[src/rtl/async_fifo_pkg.sv]
// Shared pointer helpers for the async FIFO read and write sides.
package async_fifo_pkg;

    localparam int unsigned DEFAULT_ADDR_WIDTH = 4;
    // Pointers carry one extra wrap bit above the address.
    localparam int unsigned DEFAULT_PTR_W      = DEFAULT_ADDR_WIDTH + 1;
    // Helpers work on a 32-bit container; callers zero-extend and truncate with casts.
    localparam int unsigned MAX_PTR_W          = 32;

    function automatic logic [MAX_PTR_W-1:0] bin2gray(input logic [MAX_PTR_W-1:0] bin);
        return bin ^ (bin >> 1);
    endfunction

    // XOR prefix from the MSB down; leading zeros from zero-extension are harmless.
    function automatic logic [MAX_PTR_W-1:0] gray2bin(input logic [MAX_PTR_W-1:0] gray);
        logic [MAX_PTR_W-1:0] bin;
        bin[MAX_PTR_W-1] = gray[MAX_PTR_W-1];
        for (int i = MAX_PTR_W - 2; i >= 0; i--) begin
            bin[i] = bin[i+1] ^ gray[i];
        end
        return bin;
    endfunction

endpackage

[src/rtl/gray2bin.sv]
// Combinational Gray-to-binary converter of configurable width.
module gray2bin #(
    parameter int unsigned WIDTH = async_fifo_pkg::DEFAULT_PTR_W
) (
    input  logic [WIDTH-1:0] gray_i,
    output logic [WIDTH-1:0] bin_o
);

    // Width is bounded by the package helper container.
    assign bin_o = WIDTH'(async_fifo_pkg::gray2bin(32'(gray_i)));

endmodule

[src/rtl/rd_ptr_empty.sv]
// Read-side pointer, RAM address and empty/level status for the async FIFO (rd_clk domain).
module rd_ptr_empty
    import async_fifo_pkg::*;
#(
    parameter int unsigned ADDR_WIDTH          = DEFAULT_ADDR_WIDTH,
    parameter int unsigned ALMOST_EMPTY_THRESH = 2
) (
    input  logic                  rd_clk,
    input  logic                  rst,
    input  logic                  rd_en,
    input  logic [ADDR_WIDTH:0]   wr_ptr_gray_sync,
    output logic [ADDR_WIDTH-1:0] rd_addr,
    output logic [ADDR_WIDTH:0]   rd_ptr_gray,
    output logic                  rd_empty,
    output logic                  rd_almost_empty,
    output logic [ADDR_WIDTH:0]   rd_level
);

    localparam int unsigned PTR_W = ADDR_WIDTH + 1;

    logic [PTR_W-1:0] rd_bin_q, rd_bin_d;
    logic [PTR_W-1:0] rd_gray_q, rd_gray_d;
    logic [PTR_W-1:0] level_q, level_d;
    logic             empty_q, empty_d;
    logic             almost_q, almost_d;
    logic [PTR_W-1:0] wr_bin_sync;
    logic             rd_inc;

    gray2bin #(
        .WIDTH (PTR_W)
    ) u_wr_gray2bin (
        .gray_i (wr_ptr_gray_sync),
        .bin_o  (wr_bin_sync)
    );

    // Next pointer and status, all computed against the post-read pointer so that
    // draining the last word raises empty on the same edge the pointer advances.
    always_comb begin
        rd_inc    = rd_en & ~empty_q;
        rd_bin_d  = rd_bin_q + PTR_W'(rd_inc);
        rd_gray_d = PTR_W'(bin2gray(32'(rd_bin_d)));
        level_d   = wr_bin_sync - rd_bin_d;
        empty_d   = (rd_gray_d == wr_ptr_gray_sync);
        almost_d  = (32'(level_d) <= ALMOST_EMPTY_THRESH);
    end

    // State registers with synchronous reset overriding any read.
    always_ff @(posedge rd_clk) begin
        if (rst) begin
            rd_bin_q  <= '0;
            rd_gray_q <= '0;
            level_q   <= '0;
            empty_q   <= 1'b1;
            almost_q  <= 1'b1;
        end else begin
            rd_bin_q  <= rd_bin_d;
            rd_gray_q <= rd_gray_d;
            level_q   <= level_d;
            empty_q   <= empty_d;
            almost_q  <= almost_d;
        end
    end

    assign rd_addr         = rd_bin_q[ADDR_WIDTH-1:0];
    assign rd_ptr_gray     = rd_gray_q;
    assign rd_empty        = empty_q;
    assign rd_almost_empty = almost_q;
    assign rd_level        = level_q;

endmodule
[config.mk]
export PLATFORM = sky130hd
export DESIGN_NAME = rd_ptr_empty
export DESIGN_NICKNAME = d
export VERILOG_FILES = /design/src/rtl/async_fifo_pkg.sv /design/src/rtl/gray2bin.sv /design/src/rtl/rd_ptr_empty.sv
export SDC_FILE = /design/constraint.sdc
export NUM_CORES = 1
export LEC_CHECK = 0
export BUFFER_PORTS_ARGS = -buffer_cell sky130_fd_sc_hd__buf_4
export CORE_UTILIZATION = 45
export CTS_CLUSTER_DIAMETER = 150
export DETAILED_ROUTE_END_ITERATION = 12
export GPL_TIMING_DRIVEN = 0
export PLACE_DENSITY = 0.73
export SLEW_MARGIN = 20
export SYNTH_ARGS = -nofsm -noshare
export SYNTH_HDL_FRONTEND = slang
export SYNTH_SLANG_ARGS = --single-unit
[constraint.sdc]
create_clock -name rd_clk -period 2.55 [get_ports rd_clk]
set_input_delay 0.255 -clock rd_clk [delete_from_list [all_inputs] [get_ports rd_clk]]
set_output_delay 0.255 -clock rd_clk [all_outputs]
set_load 0.02 [all_outputs]
# After elaboration in Yosys (flattened, before gate mapping)
# Index checks and enable logic that the tools add are counted.
# word_totals
ff_bits	17
latch_bits	0
mem_bits_rw	0
rom_bits	0
input_bits	8
memories	0
# op_classes
n_addsub	2
multipliers	0
n_div	0
order_cmp	1
n_eq_ne	1
n_shift	0
n_mux	0
bitwise_logic	7
reduce_logical	0
# op_table
operator	count
5-bit by 1-bit adder with 5-bit output	1
5-bit == test	1
5-bit by 2-bit <= comparator with 1-bit output, second input constant	1
5-bit subtractor	1
5-bit by 4-bit XOR with 5-bit output	1
1-bit XOR	4
1-bit bitwise AND	1
1-bit inverter	1

# Longest topological paths before layout
# Gate-level depths: netlist of the first run.
# logic_depth
depth_word	6
mapped_depth	10
depth_no_buf	10

# Hierarchy
# From an unflattened synthesis of the first run, not the netlist that was laid out.
# hier_totals
cells_unflattened	98
hier_area_um2	996.0
# by_module_without_submodules
module	n_inst	cells_each	area_each_um2
rd_ptr_empty	1	92	923.4
gray2bin	1	6	72.6

# Worst setup path before layout of the first run
# OpenSTA, ideal clock, no wires.
# synth_path
path_kind	input-to-reg
start	input port wr_ptr_gray_sync[4]
end	register almost_q (netlist: rd_almost_empty)
arrival_time_ns	2.702
required_time_ns	2.447
setup_slack_ns	-0.255
stages	10
path_buffers	0
cell_sequence	xor3_2 -> xor2_1 -> xnor2_1 -> ha_1 -> inv_1 -> fa_1 -> and2_0 -> a221o_1 -> xor2_1 -> a2111oi_2
# synth_between
elab_chain_len	6
# synth_rtl
item	line	text
start, declared	rd_ptr_empty.sv:11	input logic [ADDR_WIDTH:0] wr_ptr_gray_sync,
1-bit XOR (4 in a row)	async_fifo_pkg.sv:19	bin[i] = bin[i+1] ^ gray[i];
5-bit subtractor (*)	rd_ptr_empty.sv:42	level_d = wr_bin_sync - rd_bin_d;
5-bit by 2-bit <= comparator with 1-bit output (*)	rd_ptr_empty.sv:44	almost_d = (32'(level_d) <= ALMOST_EMPTY_THRESH);
end signal, assigned	rd_ptr_empty.sv:60	almost_q <= almost_d;
end, declared	rd_ptr_empty.sv:25	logic almost_q, almost_d;
# Mark *: on every way between the ends. The rest lies on a longest branch, timed or not.
# A chain may end at the register's enable or synchronous reset.

# Final worst setup path of the first run
# Ends and elaborated chain as after synthesis.

==> results of run 1 <==
[flip-flops by register name, summed over array words and instances (netlist names)]
signal,count
rd_bin_q,5
rd_empty,1
rd_ptr_gray,4
rd_almost_empty,1
rd_level,5
[worst register-to-register path, stage by stage, from the launching register on]
cell,delay [ns]
dfxtp_1,0.33
nor2b_2,0.19
ha_4,0.20
nand3_1,0.14
xor2_2,0.20
ha_1,0.35
and2_0,0.17
a221o_1,0.30
xor2_1,0.19
a2111oi_2,0.29
[repair_timing]
action / in CTS / in global routing
cloned: 0 / 0
pin swaps: 4 / 0
resized for setup: 7 / 3
setup buffers: 2 / 0
endpoints found under the setup margin: 2 / 2
endpoints found under the hold margin: 0 / 0
[where the power goes]
group          internal (W)  switching, W
Sequential         0.000276    0.00000931
Combinational      0.000115      0.000116
Clock             0.0000868     0.0000762
[cells in the final DEF (no fill, tap or decap), types with 2 or more instances in the layout]
cell type / netlist / layout
buf_4: 0 / 25
dfxtp_1: 16 / 16
nor2_1: 10 / 10
xor2_1: 10 / 7
xnor2_1: 8 / 6
nor2b_1: 5 / 4
ha_1: 6 / 4
inv_1: 4 / 3
xnor2_2: 1 / 3
clkbuf_4: 0 / 3
and2_0: 2 / 2
xor2_4: 0 / 2
nand3_1: 2 / 2
and2_1: 2 / 2
[cell families after synthesis]
family / share of synthesized area, %
AOI/OAI and AO/OA: 8.217
xor gates and xnor gates: 24.65
adders and majority gates: 10.58
buffers and inverters: 3.898
DFF: 35.65
muxes: 1.114
and+or+nand+nor: 15.88
[how the worst max path moves through the flow]
stage | startpoint | endpoint
finish | wr_ptr_gray_sync[4] | rd_almost_empty$_SDFF_PP1_
global route | wr_ptr_gray_sync[4] | rd_almost_empty$_SDFF_PP1_
CTS | wr_ptr_gray_sync[4] | rd_almost_empty$_SDFF_PP1_
detailed placement | wr_ptr_gray_sync[2] | rd_almost_empty$_SDFF_PP1_
global placement | wr_ptr_gray_sync[2] | rd_almost_empty$_SDFF_PP1_
floorplan | wr_ptr_gray_sync[2] | rd_almost_empty$_SDFF_PP1_
[through the flow]
step	worst slack (ns)	cells	setup TNS (ns)	utilization, %	total power (W)
finish	0.02864	141	0	68.47	0.0006790
global route	-0.1507	141	-0.1507	68.47	0.0007239
CTS	0.001655	141	0	67.08	0.0006834
detailed placement	-0.3549	135	-0.5903	61.88	0.0005089
global placement	-0.3177	135	-0.5100	61.88	0.0005045
floorplan	-0.1074	87	-0.1074	-	0.0004350
[area by class of cell]
type / count / area (um2)
Buffer: 3 / 20.02
Timing Repair Buffer: 25 / 187.7
Sequential cell: 16 / 320.3
Fill cell: 153 / 568.0
Inverter: 4 / 15.01
Tap cell: 25 / 31.28
Multi-Input combinational cell: 64 / 623.1
Clock buffer: 4 / 36.28
[layer usage]
layer,wire (um),vias to the layer above,share of wire [%]
li1,-,346,-
met1,754,297,47
met2,796,10,50
met3,39,2,2.4
met4,12,0,0.75
met5,0,-,0
==> run metrics, run 1 <==
Pre-antenna DRT Iters 3; final WL 1603 um; leak pwr 0.5439 nW; Post-Synthesis Net Count 102; Clk Latency, worst-skew pair 0.28 ns; Remaining Overflow, GRT 0; Critical R2R Capture rd_almost_empty$_SDFF_PP1_; DRC marker count from the first detailed-route iteration 6; GR Layer Usage met2 28.89%; unrepaired setup endpoints after global routing yes; die width 46.68 um; critical path data required time 2.74 ns; dpl cell area 1115 um2; num rows 15; biggest area consumer among synthesized cells dfxtp_1; DRC Markers 0; routing usage on met1 about 23%; largest net degree at the start of global routing 11; GRT Overall Usage 17.79%; post-synthesis sequential area ratio 35.65%; CP max FO 3; gr busiest metal met2; WL/cell 11.37 um; post-DR vias/cell around 4.6; GR met3 Demand/Resource 2.353%; initial antenna violation count 0; via count of the routed design 655; vias in the first global route roughly 640; Fin Hold WS around 0.17 ns; Antenna Cells 0; HP Class in -> reg; most instantiated library cell after synthesis dfxtp_1; Post-CTS Hold Buffers 0; CTS tree done; status completed; number of synthesized register bits 16; CP Depth 11; Max transition margin around 73%; crit end category register; Worst R2R Path Depth 9; synth top area cells dfxtp_1 (36%), xor2_1 (9.7%), ha_1 (8.4%); H-tree depth 1; Worst Max-Slew Pin Slew 0.4094 ns; design area 1234 um2; Crit Reg-Reg Startpoint rd_empty$_SDFF_PP1_; Max IR drop VDD just under 400 uV; Crit path arrival time 2.71 ns; final hold viol count 0; Min Clock Period, post-route 2.521 ns; Post-synth EDFFs 0; Hold Path Stages 2; initial core utilization approximately half; max-cap violations 0; Final setup viols 0; Crit path max-delay family XOR/XNOR gates; post-synth cell types 32; Pins Over Slew Limit 0; clock tree buffer depth 2; Final Cycle Share 98.88%; Post-Synthesis Cells 87; first-pass GRT wire length between 2000 and 3000 um; Cell Pwr Density 550.4 nW/um2; Die H 46.68 um; Hold EP rd_bin_q[0]$_SDFF_PP0_; max incr delay on CP 0.48 ns; antenna-violating nets left 0; area delta synth->final 37.33%; Startpoint Class input port; root buf cell clkbuf_4; Port Buffers 23; reg2reg setup slack about 0.1 ns; Clock Sinks 16; cells along the critical path buf_4 > xor3_2 > xor2_4 > xnor2_2 > ha_2 > inv_1 > fa_2 > and2_0 > a221o_1 > xor2_1 > a2111oi_2; worst hold start rst; Die Area 2179 um2; Top Ports 24; slowest stage cell, crit path xor3_2; clock buffer count from CTS 3; Setup Skew 0.001715 ns; Yosys warnings 0; Synth top area share 35.65%; Worst-path clk slew 0.09 ns; predominant post-synthesis flop cell dfxtp_1; Fmax just under 0.4 GHz; Mapped Area ~900 um2; Buf/Inv on CP 2; nets@finish 132; Post-DP HPWL 1237 um; Synth top cells by count dfxtp_1 (16), nor2_1 (10), xor2_1 (10), xnor2_1 (8), ha_1 (6); post-synthesis async set-or-reset flop share 0%; Final Wtd Congestion 0.7145; Worst Setup Path Type in -> reg; Mapped Avg Cell Area 10.33 um2; share of layout cells above drive strength 1 38.79%; CORE AREA 1802 um2
(Power assumes the default switching activity.)
==> inputs of run 2 (changes only) <==
--- a/config.mk
+++ b/config.mk
@@ -11,6 +11,7 @@
 export DETAILED_ROUTE_END_ITERATION = 12
 export GPL_TIMING_DRIVEN = 0
 export PLACE_DENSITY = 0.73
+export RECOVER_POWER = 100
 export SLEW_MARGIN = 20
 export SYNTH_ARGS = -nofsm -noshare
 export SYNTH_HDL_FRONTEND = slang
==> run 2 against run 1 <==
  * Clock power hardly changed
  * Clock skew is 0.00065 ns lower
  * Fmax hardly changed
  * Combinational power is 9.1% lower
  * Largest cell class unchanged
  * Non-clock buffer count stayed put
  * Design area is 4.6% lower
  * Hold slack better by 0.00060 ns
  * Wire length is 0.94% higher
==> run metrics, run 2 (synthesis results as in run 1) <==
status completed; CORE AREA 1802 um2; max-cap violations 0; Remaining Overflow, GRT 0; Hold Path Stages 2; Reg power frac roughly 43%; Clk Latency, worst-skew pair 0.28 ns; CP max FO 3; critical path data required time 2.74 ns; Crit path arrival time 2.71 ns; leak pwr 0.4831 nW; final WL 1618 um; clock power share 24.8%; combinational share of power 31.9%; final core occ 65.35%; Worst R2R Path Depth 9; Hold EP rd_bin_q[0]$_SDFF_PP0_; Pre-antenna DRT Iters 4; Post-CTS Hold Buffers 0; GRT Overall Usage 17.79%; crit end category register; Final setup viols 0; Tot Pwr 0.0006575 W; die width 46.68 um; root buf cell clkbuf_4; Die H 46.68 um; Antenna Cells 0; unrepaired setup endpoints after global routing yes; design area 1177 um2; post-DR vias/cell 4.681; clock buffer count from CTS 3; CTS tree done; HP Class in -> reg; initial antenna violation count 0; Worst Setup Path Type in -> reg; clock tree buffer depth 2; WL/cell around 11 um; fillers 172; largest net degree at the start of global routing 11; Final Cycle Share 98.88%; Final Wtd Congestion 0.7145; num rows 15; Max IR drop VDD 355.9 uV; switch share 30.56%; first-pass GRT wire length between 2000 and 3000 um; Final WS setup between 0.02 and 0.03 ns; Port Buffers 23; Clock Sinks 16; vias in the first global route 635; Die Area 2179 um2; via count of the routed design 660; dpl cell area 1115 um2; Pins Over Slew Limit 0; NetSw about 0.00020 W; final hold viol count 0; DRC marker count from the first detailed-route iteration 4; Min Clock Period, post-route 2.521 ns; Worst-path clk slew ~0.090 ns; register area between 300 and 400 um2; Max transition margin 72.64%; nets@finish 132; share of layout cells above drive strength 1 25.86%; reg2reg setup slack ~0.090 ns; DRC Markers 0; Critical R2R Capture rd_almost_empty$_SDFF_PP1_; Setup Skew 0.001064 ns; Worst Max-Slew Pin Slew 0.4104 ns; Startpoint Class input port; Crit Reg-Reg Startpoint rd_empty$_SDFF_PP1_; area delta synth->final 31.06%; initial core utilization around 50%; Top Ports 24; worst hold start rst; Fin Hold WS 0.1676 ns; antenna-violating nets left 0; most frequent cells in the layout clkbuf_1 (16), dfxtp_1 (16), nor2_1 (10), buf_4 (10), xor2_1 (7); combined area of the multi-input logic cells 623.1 um2; H-tree depth 1; dpl ws -0.3549 ns; Cell Pwr Density 558.5 nW/um2; Fmax 0.3966 GHz; Post-DP HPWL 1237 um; P_int 0.0004566 W
run 2: cell types whose count changed in the layout (fill, tap and decap cells not counted):
cell	delta
buf_4	-15
clkbuf_1	+15
run 2: how the worst max path moves through the flow:
stage | slack [ns] | depth (start not counted) | from | end
2_1_floorplan | -0.11 | 10 | wr_ptr_gray_sync[2] | rd_almost_empty$_SDFF_PP1_
3_3_place_gp | -0.32 | 11 | wr_ptr_gray_sync[2] | rd_almost_empty$_SDFF_PP1_
3_5_place_dp | -0.35 | 11 | wr_ptr_gray_sync[2] | rd_almost_empty$_SDFF_PP1_
4_1_cts | 0.002 | 11 | wr_ptr_gray_sync[4] | rd_almost_empty$_SDFF_PP1_
5_1_grt | -0.15 | 11 | wr_ptr_gray_sync[4] | rd_almost_empty$_SDFF_PP1_
6_report | 0.03 | 11 | wr_ptr_gray_sync[4] | rd_almost_empty$_SDFF_PP1_
run 2: metal layers:
layer	routed length, um	GRT usage (%)
met3	46	2.353
met1	777	23.02
met5	0	0
met4	12	8.571
met2	780	28.89
run 2: final cells by class:
| class | count | share of cell area [%] |
|---|---|---|
| multi-input combinational | 64 | 52.92 |
| sequential | 16 | 27.21 |
| timing repair buffer | 25 | 11.16 |
| clock buffer | 4 | 3.082 |
| tap | 25 | 2.657 |
| buffer | 3 | 1.700 |
| inverter | 4 | 1.275 |
run 2: worst max-delay path: stages:
cell and delay [ns]:
buf_4 0.10, xor3_2 0.48, xor2_4 0.22, xnor2_2 0.13, ha_2 0.20, inv_1 0.05, fa_2 0.35, and2_0 0.15
a221o_1 0.30, xor2_1 0.19, a2111oi_2 0.28
run 2: power groups by stage:
stage	Clock, W	Sequential, W	Combinational, W
after floorplan	0	0.000324	0.000111
after global placement	0	0.000290	0.000215
after detailed placement	0	0.000290	0.000219
after CTS	0.000169	0.000285	0.000230
after global routing	0.000177	0.000288	0.000237
final	0.000163	0.000285	0.000210
run 2: timing repair:
item                                    in CTS  in global routing
setup buffers                                2                  0
pin swaps                                    4                  0
gates resized for setup                      7                  3
endpoints found under the setup margin       2                  2
run 2: per-stage QoR:
stage	setup TNS [ns]	instances
CTS	0	141
floorplan	-0.1074	87
global placement	-0.5100	135
global route	-0.1507	141
detailed placement	-0.5903	135
finish	0	141
